[config.mk]
export PLATFORM = sky130hd
export DESIGN_NAME = signed_divider_flat
export DESIGN_NICKNAME = d
export VERILOG_FILES = /design/src/rtl/signed_divider_if.sv /design/src/rtl/signed_divider.sv /design/src/flat_wrapper.sv
export SDC_FILE = /design/constraint.sdc
export NUM_CORES = 1
export LEC_CHECK = 0
export ABC_AREA = 1
export CAP_MARGIN = 15
export CORE_MARGIN = 4
export CORE_UTILIZATION = 50
export DETAILED_ROUTE_END_ITERATION = 12
export PLACE_DENSITY = 0.73
export SKIP_LAST_GASP = 1
export SYNTH_ARGS = -nofsm -noshare
export SYNTH_HDL_FRONTEND = slang
export SYNTH_SLANG_ARGS = --single-unit
export TNS_END_PERCENT = 1
[constraint.sdc]
create_clock -name sys_clk -period 4.5 [get_ports sys_clk]
set_input_delay 1.125 -clock sys_clk [delete_from_list [all_inputs] [get_ports sys_clk]]
set_output_delay 1.125 -clock sys_clk [all_outputs]
set_load 0.1 [all_outputs]
[src/rtl/signed_divider_if.sv]
// Handshake and operand/result bundle for the sequential signed divider.
// Master issues start with operands; slave returns sign-magnitude results.
interface signed_divider_if;
    logic        start;
    logic [15:0] dividend;
    logic [7:0]  divisor;
    logic        busy;
    logic        done;
    logic [15:0] quotient;
    logic        quot_sign;
    logic [7:0]  remainder;
    logic        rem_sign;
    logic        dbz;

    modport master (
        output start, dividend, divisor,
        input  busy, done, quotient, quot_sign, remainder, rem_sign, dbz
    );

    modport slave (
        input  start, dividend, divisor,
        output busy, done, quotient, quot_sign, remainder, rem_sign, dbz
    );
endinterface

[src/rtl/signed_divider.sv]
// Sequential signed restoring divider: 16-bit dividend / 8-bit divisor,
// one quotient bit per clock, results in sign-magnitude form.
//
// state     | meaning
// ST_IDLE   | waiting for start, operands captured on accept
// ST_LOAD   | take magnitudes, clear partial remainder and counter
// ST_DIVIDE | 16 shift/compare/subtract steps
// ST_DONE   | register results (or divide-by-zero), pulse done
module signed_divider (
    input  logic             sys_clk,
    input  logic             rst,
    signed_divider_if.slave  bus
);

    typedef enum logic [1:0] {
        ST_IDLE,
        ST_LOAD,
        ST_DIVIDE,
        ST_DONE
    } state_t;

    state_t      state_q, state_d;
    logic        sd_q, sd_d;
    logic        sv_q, sv_d;
    logic [15:0] dvd_q, dvd_d;
    logic [7:0]  dvs_q, dvs_d;
    logic [15:0] a_q, a_d;
    logic [8:0]  p_q, p_d;
    logic [7:0]  m_q, m_d;
    logic [3:0]  cnt_q, cnt_d;

    logic        busy_q, busy_d;
    logic        done_q, done_d;
    logic [15:0] quotient_q, quotient_d;
    logic        quot_sign_q, quot_sign_d;
    logic [7:0]  remainder_q, remainder_d;
    logic        rem_sign_q, rem_sign_d;
    logic        dbz_q, dbz_d;

    logic [8:0]  p_shift;
    logic [15:0] a_shift;
    logic [8:0]  p_diff;

    always_comb begin
        state_d     = state_q;
        sd_d        = sd_q;
        sv_d        = sv_q;
        dvd_d       = dvd_q;
        dvs_d       = dvs_q;
        a_d         = a_q;
        p_d         = p_q;
        m_d         = m_q;
        cnt_d       = cnt_q;
        busy_d      = busy_q;
        done_d      = 1'b0;
        quotient_d  = quotient_q;
        quot_sign_d = quot_sign_q;
        remainder_d = remainder_q;
        rem_sign_d  = rem_sign_q;
        dbz_d       = dbz_q;

        p_shift = {p_q[7:0], a_q[15]};
        a_shift = {a_q[14:0], 1'b0};
        p_diff  = p_shift - {1'b0, m_q};

        case (state_q)
            ST_IDLE: begin
                if (bus.start) begin
                    dvd_d   = bus.dividend;
                    dvs_d   = bus.divisor;
                    sd_d    = bus.dividend[15];
                    sv_d    = bus.divisor[7];
                    busy_d  = 1'b1;
                    state_d = ST_LOAD;
                end
            end
            ST_LOAD: begin
                // -32768 and -128 negate to themselves, which is the correct unsigned magnitude
                a_d     = sd_q ? (~dvd_q + 16'd1) : dvd_q;
                m_d     = sv_q ? (~dvs_q + 8'd1) : dvs_q;
                p_d     = 9'd0;
                cnt_d   = 4'd0;
                state_d = (dvs_q == 8'd0) ? ST_DONE : ST_DIVIDE;
            end
            ST_DIVIDE: begin
                if (p_shift >= {1'b0, m_q}) begin
                    p_d = p_diff;
                    a_d = {a_shift[15:1], 1'b1};
                end else begin
                    p_d = p_shift;
                    a_d = a_shift;
                end
                cnt_d = cnt_q + 4'd1;
                if (cnt_q == 4'd15) begin
                    state_d = ST_DONE;
                end
            end
            ST_DONE: begin
                if (m_q == 8'd0) begin
                    quotient_d  = 16'd0;
                    quot_sign_d = 1'b0;
                    remainder_d = 8'd0;
                    rem_sign_d  = 1'b0;
                    dbz_d       = 1'b1;
                end else begin
                    quotient_d  = a_q;
                    quot_sign_d = (a_q != 16'd0) && (sd_q ^ sv_q);
                    remainder_d = p_q[7:0];
                    rem_sign_d  = (p_q[7:0] != 8'd0) && sd_q;
                    dbz_d       = 1'b0;
                end
                done_d  = 1'b1;
                busy_d  = 1'b0;
                state_d = ST_IDLE;
            end
            default: begin
                state_d = ST_IDLE;
            end
        endcase
    end

    always_ff @(posedge sys_clk) begin
        if (rst) begin
            state_q     <= ST_IDLE;
            sd_q        <= 1'b0;
            sv_q        <= 1'b0;
            dvd_q       <= 16'd0;
            dvs_q       <= 8'd0;
            a_q         <= 16'd0;
            p_q         <= 9'd0;
            m_q         <= 8'd0;
            cnt_q       <= 4'd0;
            busy_q      <= 1'b0;
            done_q      <= 1'b0;
            quotient_q  <= 16'd0;
            quot_sign_q <= 1'b0;
            remainder_q <= 8'd0;
            rem_sign_q  <= 1'b0;
            dbz_q       <= 1'b0;
        end else begin
            state_q     <= state_d;
            sd_q        <= sd_d;
            sv_q        <= sv_d;
            dvd_q       <= dvd_d;
            dvs_q       <= dvs_d;
            a_q         <= a_d;
            p_q         <= p_d;
            m_q         <= m_d;
            cnt_q       <= cnt_d;
            busy_q      <= busy_d;
            done_q      <= done_d;
            quotient_q  <= quotient_d;
            quot_sign_q <= quot_sign_d;
            remainder_q <= remainder_d;
            rem_sign_q  <= rem_sign_d;
            dbz_q       <= dbz_d;
        end
    end

    assign bus.busy      = busy_q;
    assign bus.done      = done_q;
    assign bus.quotient  = quotient_q;
    assign bus.quot_sign = quot_sign_q;
    assign bus.remainder = remainder_q;
    assign bus.rem_sign  = rem_sign_q;
    assign bus.dbz       = dbz_q;

endmodule

[src/flat_wrapper.sv]
// flat-port wrapper written by rule: the top's interface ports become plain ports
module signed_divider_flat 
  (sys_clk, rst, bus_start, bus_dividend, bus_divisor, bus_busy, bus_done, bus_quotient, bus_quot_sign, bus_remainder, bus_rem_sign, bus_dbz);
  signed_divider_if bus_i ();
  input  logic sys_clk;
  input  logic rst;
  input wire logic [$bits(bus_i.start)-1:0] bus_start;
  input wire logic [$bits(bus_i.dividend)-1:0] bus_dividend;
  input wire logic [$bits(bus_i.divisor)-1:0] bus_divisor;
  output wire logic [$bits(bus_i.busy)-1:0] bus_busy;
  output wire logic [$bits(bus_i.done)-1:0] bus_done;
  output wire logic [$bits(bus_i.quotient)-1:0] bus_quotient;
  output wire logic [$bits(bus_i.quot_sign)-1:0] bus_quot_sign;
  output wire logic [$bits(bus_i.remainder)-1:0] bus_remainder;
  output wire logic [$bits(bus_i.rem_sign)-1:0] bus_rem_sign;
  output wire logic [$bits(bus_i.dbz)-1:0] bus_dbz;
  assign bus_i.start = bus_start;
  assign bus_i.dividend = bus_dividend;
  assign bus_i.divisor = bus_divisor;
  assign bus_busy = bus_i.busy;
  assign bus_done = bus_i.done;
  assign bus_quotient = bus_i.quotient;
  assign bus_quot_sign = bus_i.quot_sign;
  assign bus_remainder = bus_i.remainder;
  assign bus_rem_sign = bus_i.rem_sign;
  assign bus_dbz = bus_i.dbz;
  signed_divider u_core (.sys_clk(sys_clk), .rst(rst), .bus(bus_i));
endmodule
Yosys cells after proc, flatten, opt, wreduce, memory -nomap -nowiden. Index checks and enable logic that the tools add are counted.

Input bits: 27. Register bits after elaboration: 93. Word-level logic and storage cells: 61. Output and inout port bits: 29.

Reduce and logical (&&, ||, !) cells: 12. Equality and inequality tests: 6. Add/subtract/negate cells: 4. Bitwise logic cells: 3. Magnitude comparators: 1. Mux-type cells: 19.

Operator list (number): 16-bit two-way mux (2); 16-bit case mux with 2 select lines (1); 8-bit two-way mux (3); 16-bit by 1-bit adder with 16-bit output, second input constant (1); 8-bit logical NOT (2); 16-bit inverter (1); 8-bit case mux with 2 select lines (1); 16-bit nonzero test (1); 9-bit by 8-bit greater-or-equal comparator with 1-bit output (1); 8-bit by 1-bit adder with 8-bit output, second input constant (1); 8-bit inverter (1); 2-bit case mux with 4 select lines (1); 4-bit case mux with 2 select lines (1); 8-bit nonzero test (1); 8-bit subtractor (1); 1-bit two-way mux (7); 2-bit AND reduction (3); 4-bit by 1-bit adder with 4-bit output, second input constant (1); 2-bit equality test, second input constant (2); 4-bit equality test, second input constant (1); 2-bit two-way mux (2); 2-bit nonzero test (2); 2-bit by 1-bit equality test with 1-bit output, second input constant (1); 1-bit logical AND (2); 5 further kinds (5).

Longest topological paths before layout. Gate-level depths: netlist of run 1.

Word-level depth: 4. Gate-level depth with buffers: 12. Mapped depth without buffers: 12.

Worst setup path after synthesis of run 1. No wires, ideal clock.

Path kind: register to output. From: reg u_core.quot_sign_q, in the netlist u_core.bus.quot_sign. To: out bus_quot_sign. Slack: 2450 ps. Stages on the path, launching flop included: 1. Buffers on the path: 0. Arrival time: 925 ps. Data required time: 3375 ps. Path through: dfxtp_1.

RTL lines: start: declaration (RTL line signed_divider.sv:35) `logic quot_sign_q, quot_sign_d;`; start signal: assignment (RTL line signed_divider.sv:153) `quot_sign_q <= quot_sign_d;`; end: declaration (RTL line flat_wrapper.sv:13) `output wire logic [$bits(bus_i.quot_sign)-1:0] bus_quot_sign;`.

No word-level cell between the ends.

Final worst setup path of run 1.
From: reg u_core.quotient_q[13], in the netlist u_core.bus.quotient[13]. To: out bus_quotient[13].

RTL lines: start: declaration (RTL line signed_divider.sv:34) `logic [15:0] quotient_q, quotient_d;`; start signal: assignment (RTL line signed_divider.sv:152) `quotient_q <= quotient_d;`; end: declaration (RTL line flat_wrapper.sv:12) `output wire logic [$bits(bus_i.quotient)-1:0] bus_quotient;`.

No word-level cell between the ends.

==> qor.yml, run 1 <==
diodes: 0
die_x_um: 102.9
vias: 4130
drt_iter0_markers: 261
start_util_pct: 51.62
ant_nets: 0
ys_seq_area_share_pct: 40.47
cts_sinks: 91
viasPerCell: 5.188
cp-end-kind: "output pin"
rsz0062_at_grt: "no"
grt_max_degree: 54
dr.pass1.iters: 4
chipHeight_um: 102.9
hold_start: "u_core.bus.quot_sign"
cts_tree: "done"
grt_usage_pct: 20.67
r2r_cells: 9
r2r_slack_ps: 1660
cellLeakagePower_nw: 2.131
drv_slew: 0
holdPathEnd: "u_core.bus.quot_sign"
ys.warnings.count: 0
grt_overflow: 0
cp_slowest_stage_delay_ps: 1150
wl_per_cell_um: 12.99
r2r-end: "u_core.a_q[15]"
fin_crit_ps: 3009
cts_setup_buffers: 0
synth-seq-cells: 91
htreeDepth: 3
pre_cts_slack_ps: 1464
final_nets: 726
fillers: 802
crit_fanout: 2
max_slew_margin_pct: 34.52
outcome: "finished clean"
cts_root_buffer: "clkbuf_8"
drc: 0
ios: 56
grt_pass1_wl_mm: 17.48
finalSetupViolCount: 0
io_buffers: 55
synth_fp_nets: 686
synth.distinct_cells: 35
peakVddDrop_mv: 0.3059
place.gp.congestion: 0.8711
required_ps: 3380
antenna_found_initial: 0
clk_latency_ps: 360
cp-start-kind: "register"
cp.arrival_ps: 1880
crit_chain: "clkdlybuf4s50_1"
hold_violations: 0
core_um2: 8721
tightest_slew_ps: 979.1
cp.depth: 1
path_buf_inv: 1
critical-path-top-delay-family: "buffers and inverters"
syn-cell-area_um2: 4502
crit-reg2reg-launch: "u_core.state_q[0]"
critPathSlowestCell: "clkdlybuf4s50_1"
fin_crit_sh_pct: 66.87
die-area_um2: 10590
fmax_ghz: 0.3323
timing_worst_setup_path_type: "reg2out"
post-route-worst-setup-slack_ps: 1491
cts_buffers: 9
cap_violations: 0
grt_pass1_vias: 3885
num_rows: 34
cts-hold-fix-buffers: 0
skew_ps: 14.80
clkTransAtPathRegs_ps: 100
p_per_area_nw_per_um2: 693.2
postRouteWirelength_mm: 10.34
tns_ps: 0
hold_class: "reg2reg"
cts_buffer_depth: 2
final_layout_size_suffix_gt1_share_pct: 5.814
holdPathStages: 2
hpwl_mm: 7.548
area_delta_synth_final_pct: 17.29
cts_resized: 0
synth_cells: 643
synth.avg_cell_area_um2: 7.001
## cells in the mapped netlist
cell type,n,share of area [%]
o21ai_0,49,5.4
clkinv_1,2,0.17
nand3b_1,2,0.33
inv_1,82,6.8
nand4_1,6,0.83
nor3_1,2,0.22
clkbuf_1,17,1.4
ha_1,15,4.2
dfxtp_1,91,40
nand3_1,43,4.8
nand2_1,146,12
buf_4,1,0.17
a21oi_1,72,8.0
buf_2,9,1.0
o22ai_1,10,1.4
nor2_4,1,0.25
xnor2_1,1,0.19
nor2_1,45,3.8
o221ai_1,2,0.39
nand2_4,2,0.50
o211a_1,1,0.22
nor2_2,6,0.83
o211ai_1,4,0.67
xor2_1,5,0.97
a21oi_2,1,0.19
buf_1,1,0.083
o21a_1,1,0.17
fa_1,1,0.44
nor3_4,1,0.36
nand3_2,3,0.67
a21o_1,1,0.17
inv_2,1,0.083
nor4_1,4,0.56
a31oi_1,9,1.3
nand2_2,6,0.83
## worst max path at each step
stage                                 start          endpoint
floorplan              u_core.bus.quot_sign     bus_quot_sign
global placement                  bus_start   u_core.bus.busy
detailed placement                bus_start   u_core.bus.busy
CTS                          u_core.bus.dbz           bus_dbz
global route              u_core.state_q[0]    u_core.a_q[15]
finish              u_core.bus.quotient[13]  bus_quotient[13]
## routing by layer
layer	vias up	part of all wire, %	global-route usage [%]
met4	0	1.3	6.474
met5	-	0	0
li1	2187	-	-
met1	1827	48	27.79
met2	100	45	33.94
met3	16	5.6	3.586
## state kept, by name, summed over array words and instances (netlist names), 2 cells and up
signal	cells
u_core.a_q	16
u_core.bus.quotient	16
u_core.dvd_q	16
u_core.bus.remainder	8
u_core.dvs_q	8
u_core.m_q	8
u_core.p_q	8
u_core.cnt_q	4
u_core.state_q	2
## area by class of cell
class | count | area (µm²) | area share [%]
Multi-Input combinational cell | 439 | 2241 | 42.44
Sequential cell | 91 | 1822 | 34.50
Timing Repair Buffer | 57 | 568.0 | 10.76
Inverter | 85 | 319.1 | 6.043
Tap cell | 108 | 135.1 | 2.559
Clock buffer | 9 | 123.9 | 2.346
Clock inverter | 7 | 71.32 | 1.351
## worst register-to-register path, stage by stage, from the launching register on
cell	delay (ps)
dfxtp_1	420
inv_1	90
ha_1	650
inv_1	430
nor2_2	520
inv_1	180
nor2_1	150
nand3_1	80
nor2_1	150
o21a_1	120
## stage by stage
step / util [%] / cells / power [mW] / hold slack, ps / cell area [µm²]
after global placement: 58.13 / 779 / 3.087 / 453.5 / 5070
after floorplan: - / 643 / 2.705 / 440.1 / 4502
after detailed placement: 58.13 / 779 / 3.108 / 454.6 / 5070
after global routing: 60.55 / 796 / 3.992 / 483.5 / 5280
final: 60.55 / 796 / 3.660 / 468.0 / 5280
after CTS: 60.37 / 795 / 3.656 / 469.3 / 5265
## logic make-up after synthesis
group | count (synthesis) | synth area share (%)
and+or+nand+nor | 267 | 26.10
AOI/OAI and AO/OA | 150 | 17.90
buffers and inverters | 113 | 9.755
xor gates and xnor gates | 6 | 1.167
adders and majority gates | 16 | 4.614
DFF | 91 | 40.47
## report_power, final
group | leakage, nW | switching (mW) | internal [mW]
clock network | 0.0926 | 0.327 | 0.216
registers | 0.742 | 0.172 | 0.987
logic | 1.30 | 1.29 | 0.666
## layout by cell type (no fill, tap or decap), types with 10 or more instances in the layout
master,count
a21oi_1,72
clkdlybuf4s50_1,54
dfxtp_1,91
ha_1,15
inv_1,82
nand2_1,146
nand3_1,43
nor2_1,45
o21ai_0,49
o22ai_1,10
Power figures use the tool's default switching activity.
==> inputs of run 2 (changes only) <==
--- a/config.mk
+++ b/config.mk
@@ -10,7 +10,7 @@
 export CORE_MARGIN = 4
 export CORE_UTILIZATION = 50
 export DETAILED_ROUTE_END_ITERATION = 12
-export PLACE_DENSITY = 0.73
+export PLACE_DENSITY = 0.76
 export SKIP_LAST_GASP = 1
 export SYNTH_ARGS = -nofsm -noshare
 export SYNTH_HDL_FRONTEND = slang
==> constraint.sdc (replaced) <==
create_clock -name sys_clk -period 2.65 [get_ports sys_clk]
set_input_delay 0.6625 -clock sys_clk [delete_from_list [all_inputs] [get_ports sys_clk]]
set_output_delay 0.6625 -clock sys_clk [all_outputs]
set_load 0.1 [all_outputs]
==> qor.yml, run 2 (synthesized netlist as in run 1, its figures left out) <==
peakVddDrop_mv: 0.5547
final_nets: 731
drc: 0
clkTransAtPathRegs_ps: 90
antenna_found_initial: 0
drt_iter0_markers: 250
start_util_pct: 51.62
core_um2: 8721
final_layout_size_suffix_gt1_share_pct: 10.68
wl_per_cell_um: 12.96
critical-path-top-delay-family: "buffers and inverters"
cp-end-kind: "register"
final_common_cell: "nand2_1"
tightest_slew_ps: 761.5
postLayoutCellArea_um2: 5250
internal_power_mw: 3.300
finish.utilization_pct: 60.20
hpwl_mm: 7.695
fmax_ghz: 0.4908
seq_area_um2: 1822
max_slew_margin_pct: 48.92
swShare_pct: 47.47
rsz0062_at_grt: "no"
final_cell_mix: "nand2_1, dfxtp_1, inv_1, a21oi_1, o21ai_0"
crit_chain: "inv_1 -> ha_1 -> inv_1 -> nor2_2 -> buf_4 -> inv_1 -> nor2_1 -> nand3_1 -> nor2_1 -> o21a_1"
cp.arrival_ps: 2290
fin_crit_sh_pct: 76.89
area_delta_synth_final_pct: 16.62
postRouteWirelength_mm: 10.38
fin_crit_ps: 2037
clk_latency_ps: 350
cp_slowest_stage_delay_ps: 420
grt_max_degree: 53
fillers: 833
cts_tree: "done"
hold_class: "reg2reg"
tns_ps: 0
cts_buffers: 9
cts_setup_buffers: 0
num_rows: 34
viasPerCell: 5.175
chipHeight_um: 102.9
critPathSlowestCell: "dfxtp_1"
grt_pass1_wl_mm: 16.95
skew_ps: 12.43
grt_overflow: 0
cellLeakagePower_nw: 2.227
outcome: "finished clean"
crit_fanout: 14
cts-hold-fix-buffers: 0
finalSetupViolCount: 0
vias: 4145
cap_violations: 0
cts_resized: 0
sequentialPowerShare_pct: 31.1
place.gp.congestion: 0.9252
pwr-share-clk_pct: 15.4
dpl_cell_area_um2: 5042
hold_violations: 0
path_buf_inv: 4
dr.pass1.iters: 5
io_buffers: 55
p_per_area_nw_per_um2: 1197
required_ps: 2900
die_x_um: 102.9
cts_root_buffer: "clkbuf_8"
cpMostUsedCell: "inv_1"
diodes: 0
p_comb_share_pct: 53.5
ant_nets: 0
ios: 56
p_switching_mw: 2.983
cts_sinks: 91
drv_slew: 0
multiInputGateArea_um2: 2241
cp-start-kind: "register"
htreeDepth: 3
timing_worst_setup_path_type: "reg2reg"
cts_buffer_depth: 2
die-area_um2: 10590
grt_pass1_vias: 3607
grt_usage_pct: 20.15
==> run 2: layout make-up <==
class / instances / share of cell area, %
multi-input combinational: 439 / 42.68
sequential: 91 / 34.70
timing repair buffer: 62 / 10.01
inverter: 85 / 6.077
clock buffer: 10 / 2.622
tap: 108 / 2.574
clock inverter: 6 / 1.335
==> run 2: metrics by stage <==
step                      std cells  total power [mW]  worst slack [ps]  hold slack [ps]
final                           801             6.283             612.5            468.0
after global routing            801             6.827             384.4            485.7
after CTS                       801             6.289             617.5            470.4
after detailed placement        785             5.307             508.7            456.2
after global placement          785             5.255             599.5            453.6
after floorplan                 643             4.593              1063            440.1
==> run 2: worst reg2reg max path: cells and delay by family, from the launching register on <==
family          cells  cell delay (ps)
compound gates      1              160
fa+ha+maj           1              350
buf+inv             4              800
flops               1              420
simple gates        4              230
==> run 2: layer usage <==
layer	wire [µm]	global-route usage (%)	part of all wire, %	up-vias
li1	-	-	-	2191
met4	162	5.976	1.6	0
met1	4869	27.83	47	1840
met3	530	3.857	5.1	14
met5	0	0	0	-
met2	4818	32.12	46	100
==> run 2: power by group through the flow <==
stage | clock, mW | combinational, mW | sequential (mW)
3_5_place_dp | 0 | 3.33 | 1.98
4_1_cts | 0.985 | 3.35 | 1.95
6_report | 0.966 | 3.36 | 1.95
5_1_grt | 1.05 | 3.78 | 2.00
2_1_floorplan | 0 | 2.60 | 2.00
3_3_place_gp | 0 | 3.28 | 1.97
==> run 2: worst paths after layout <==
check	slack (ps)	endpoint	cells past startpoint	start
worst max-delay path	610	u_core.a_q[15]	10	u_core.state_q[0]
worst min-delay path	470	u_core.bus.remainder[2]	2	u_core.bus.remainder[2]
worst max register to register	610	u_core.a_q[15]	10	u_core.state_q[0]
worst min register to register	470	u_core.bus.remainder[2]	2	u_core.bus.remainder[2]
==> inputs of run 3 (changes only) <==
--- a/config.mk
+++ b/config.mk
@@ -10,7 +10,7 @@
 export CORE_MARGIN = 4
 export CORE_UTILIZATION = 50
 export DETAILED_ROUTE_END_ITERATION = 12
-export PLACE_DENSITY = 0.76
+export PLACE_DENSITY = 0.73
 export SKIP_LAST_GASP = 1
 export SYNTH_ARGS = -nofsm -noshare
 export SYNTH_HDL_FRONTEND = slang
==> constraint.sdc (replaced) <==
create_clock -name sys_clk -period 2.1 [get_ports sys_clk]
set_input_delay 0.525 -clock sys_clk [delete_from_list [all_inputs] [get_ports sys_clk]]
set_output_delay 0.525 -clock sys_clk [all_outputs]
set_load 0.1 [all_outputs]
==> qor.yml, run 3 (synthesized netlist as in run 1, its figures left out) <==
outcome: "finished clean"
io_buffers: 55
hold_class: "in2reg"
final_layout_size_suffix_gt1_share_pct: 11.57
fin_crit_sh_pct: 85.13
chipHeight_um: 102.9
dr.pass1.iters: 5
diodes: 0
rsz0062_at_grt: "no"
crit_chain: "inv_1 -> ha_1 -> fa_1 -> nor2_1 -> nor2_1 -> xor2_1 -> nand2_1 -> nand3_1 -> a21oi_1"
cp.depth: 9
cts_setup_buffers: 0
holdPathStages: 4
grt_overflow: 0
final_cell_mix: "nand2_1, dfxtp_1, inv_1, a21oi_1, o21ai_0"
die_x_um: 102.9
postRouteWirelength_mm: 10.96
area_delta_synth_final_pct: 17.76
cp.arrival_ps: 2040
skew_ps: 7.968
hpwl_mm: 8.246
antenna_found_initial: 0
max_slew_margin_pct: 67.02
cts_tree: "done"
ios: 56
num_rows: 34
cts_sinks: 91
clk_latency_ps: 360
peakVddDrop_mv: 0.7085
total_power_mw: 8.095
cp_slowest_stage_delay_ps: 430
cts_root_buffer: "clkbuf_8"
wl_per_cell_um: 13.56
drc: 0
r2r_cells: 9
cp-end-kind: "register"
critPathSlowestCell: "fa_1"
finalSetupViolCount: 0
die-area_um2: 10590
grt_pass1_vias: 3943
critical-path-top-delay-family: "adder cells"
pre_cts_slack_ps: 260.1
final_nets: 738
finish.utilization_pct: 60.79
vias: 4258
fin_crit_ps: 1788
timing_worst_setup_path_type: "reg2reg"
clkTransAtPathRegs_ps: 100
cpMostUsedCell: "nor2_1"
fmax_ghz: 0.5594
dpl_cell_area_um2: 5095
cts_buffers: 9
postLayoutCellArea_um2: 5301
tns_ps: 0
cp-start-kind: "register"
cellLeakagePower_nw: 2.255
cts_resized: 0
grt_usage_pct: 21.82
fillers: 807
ant_nets: 0
final_common_cell: "nand2_1"
required_ps: 2350
drt_iter0_markers: 237
place.gp.congestion: 0.9443
core_um2: 8721
path_buf_inv: 1
htreeDepth: 3
grt_max_degree: 39
viasPerCell: 5.270
cap_violations: 0
crit_fanout: 3
cts-hold-fix-buffers: 0
start_util_pct: 51.62
p_per_area_nw_per_um2: 1527
hold_violations: 0
post-route-worst-setup-slack_ps: 312.3
grt_pass1_wl_mm: 18.31
cts_buffer_depth: 2
drv_slew: 0
tightest_slew_ps: 494.2
[run 3: cell count changes in the layout (fill, tap and decap cells not counted), sizes merged]
cell / delta
inv: +2
clkbuf: -1
clkinv: -2
clkinvlp: +1
buf: +7
[run 3: layout make-up]
cell class	count	area, µm²	area share, %
multi-input combinational	439	2241	42.27
tap	108	135.1	2.549
timing repair buffer	69	578.1	10.90
inverter	85	319.1	6.018
clock buffer	9	123.9	2.337
clock inverter	7	82.58	1.558
sequential	91	1822	34.36
[run 3: per-layer routing]
| metal | routed length (µm) | track usage [%] | part of all wire (%) | vias up |
|---|---|---|---|---|
| met1 | 5102 | 29.65 | 47 | 1899 |
| met2 | 4994 | 34.88 | 46 | 139 |
| met4 | 230 | 7.570 | 2.1 | 0 |
| met3 | 633 | 4.060 | 5.8 | 20 |
| li1 | - | - | - | 2200 |
| met5 | 0 | 0 | 0 | - |
[run 3: worst reg2reg max path: stages (launching register included)]
cell	delay, ps
dfxtp_1	350
inv_1	70
ha_1	220
fa_1	430
nor2_1	120
nor2_1	50
xor2_1	210
nand2_1	90
nand3_1	70
a21oi_1	70
[run 3: report_power, final]
| group | leakage (nW) | total (mW) | switching, mW | internal [mW] |
|---|---|---|---|---|
| clock network | 0.104 | 1.25 | 0.676 | 0.574 |
| logic | 1.41 | 4.38 | 2.88 | 1.50 |
| registers | 0.742 | 2.47 | 0.355 | 2.11 |
[run 3: final timing paths]
| kind | startpoint | endpoint | slack [ps] |
|---|---|---|---|
| setup / recovery | u_core.a_q[15] | u_core.p_q[4] | 310 |
| hold / removal | rst | u_core.m_q[5] | 460 |
| setup reg to reg | u_core.a_q[15] | u_core.p_q[4] | 310 |
| hold reg to reg | u_core.bus.quotient[3] | u_core.bus.quotient[3] | 470 |
[run 3: stage by stage]
stage / hold WS, ps / cells
after CTS: 461.0 / 808
final: 462.9 / 808
after global routing: 484.4 / 808
after detailed placement: 457.2 / 792
after floorplan: 440.1 / 643
after global placement: 453.3 / 792
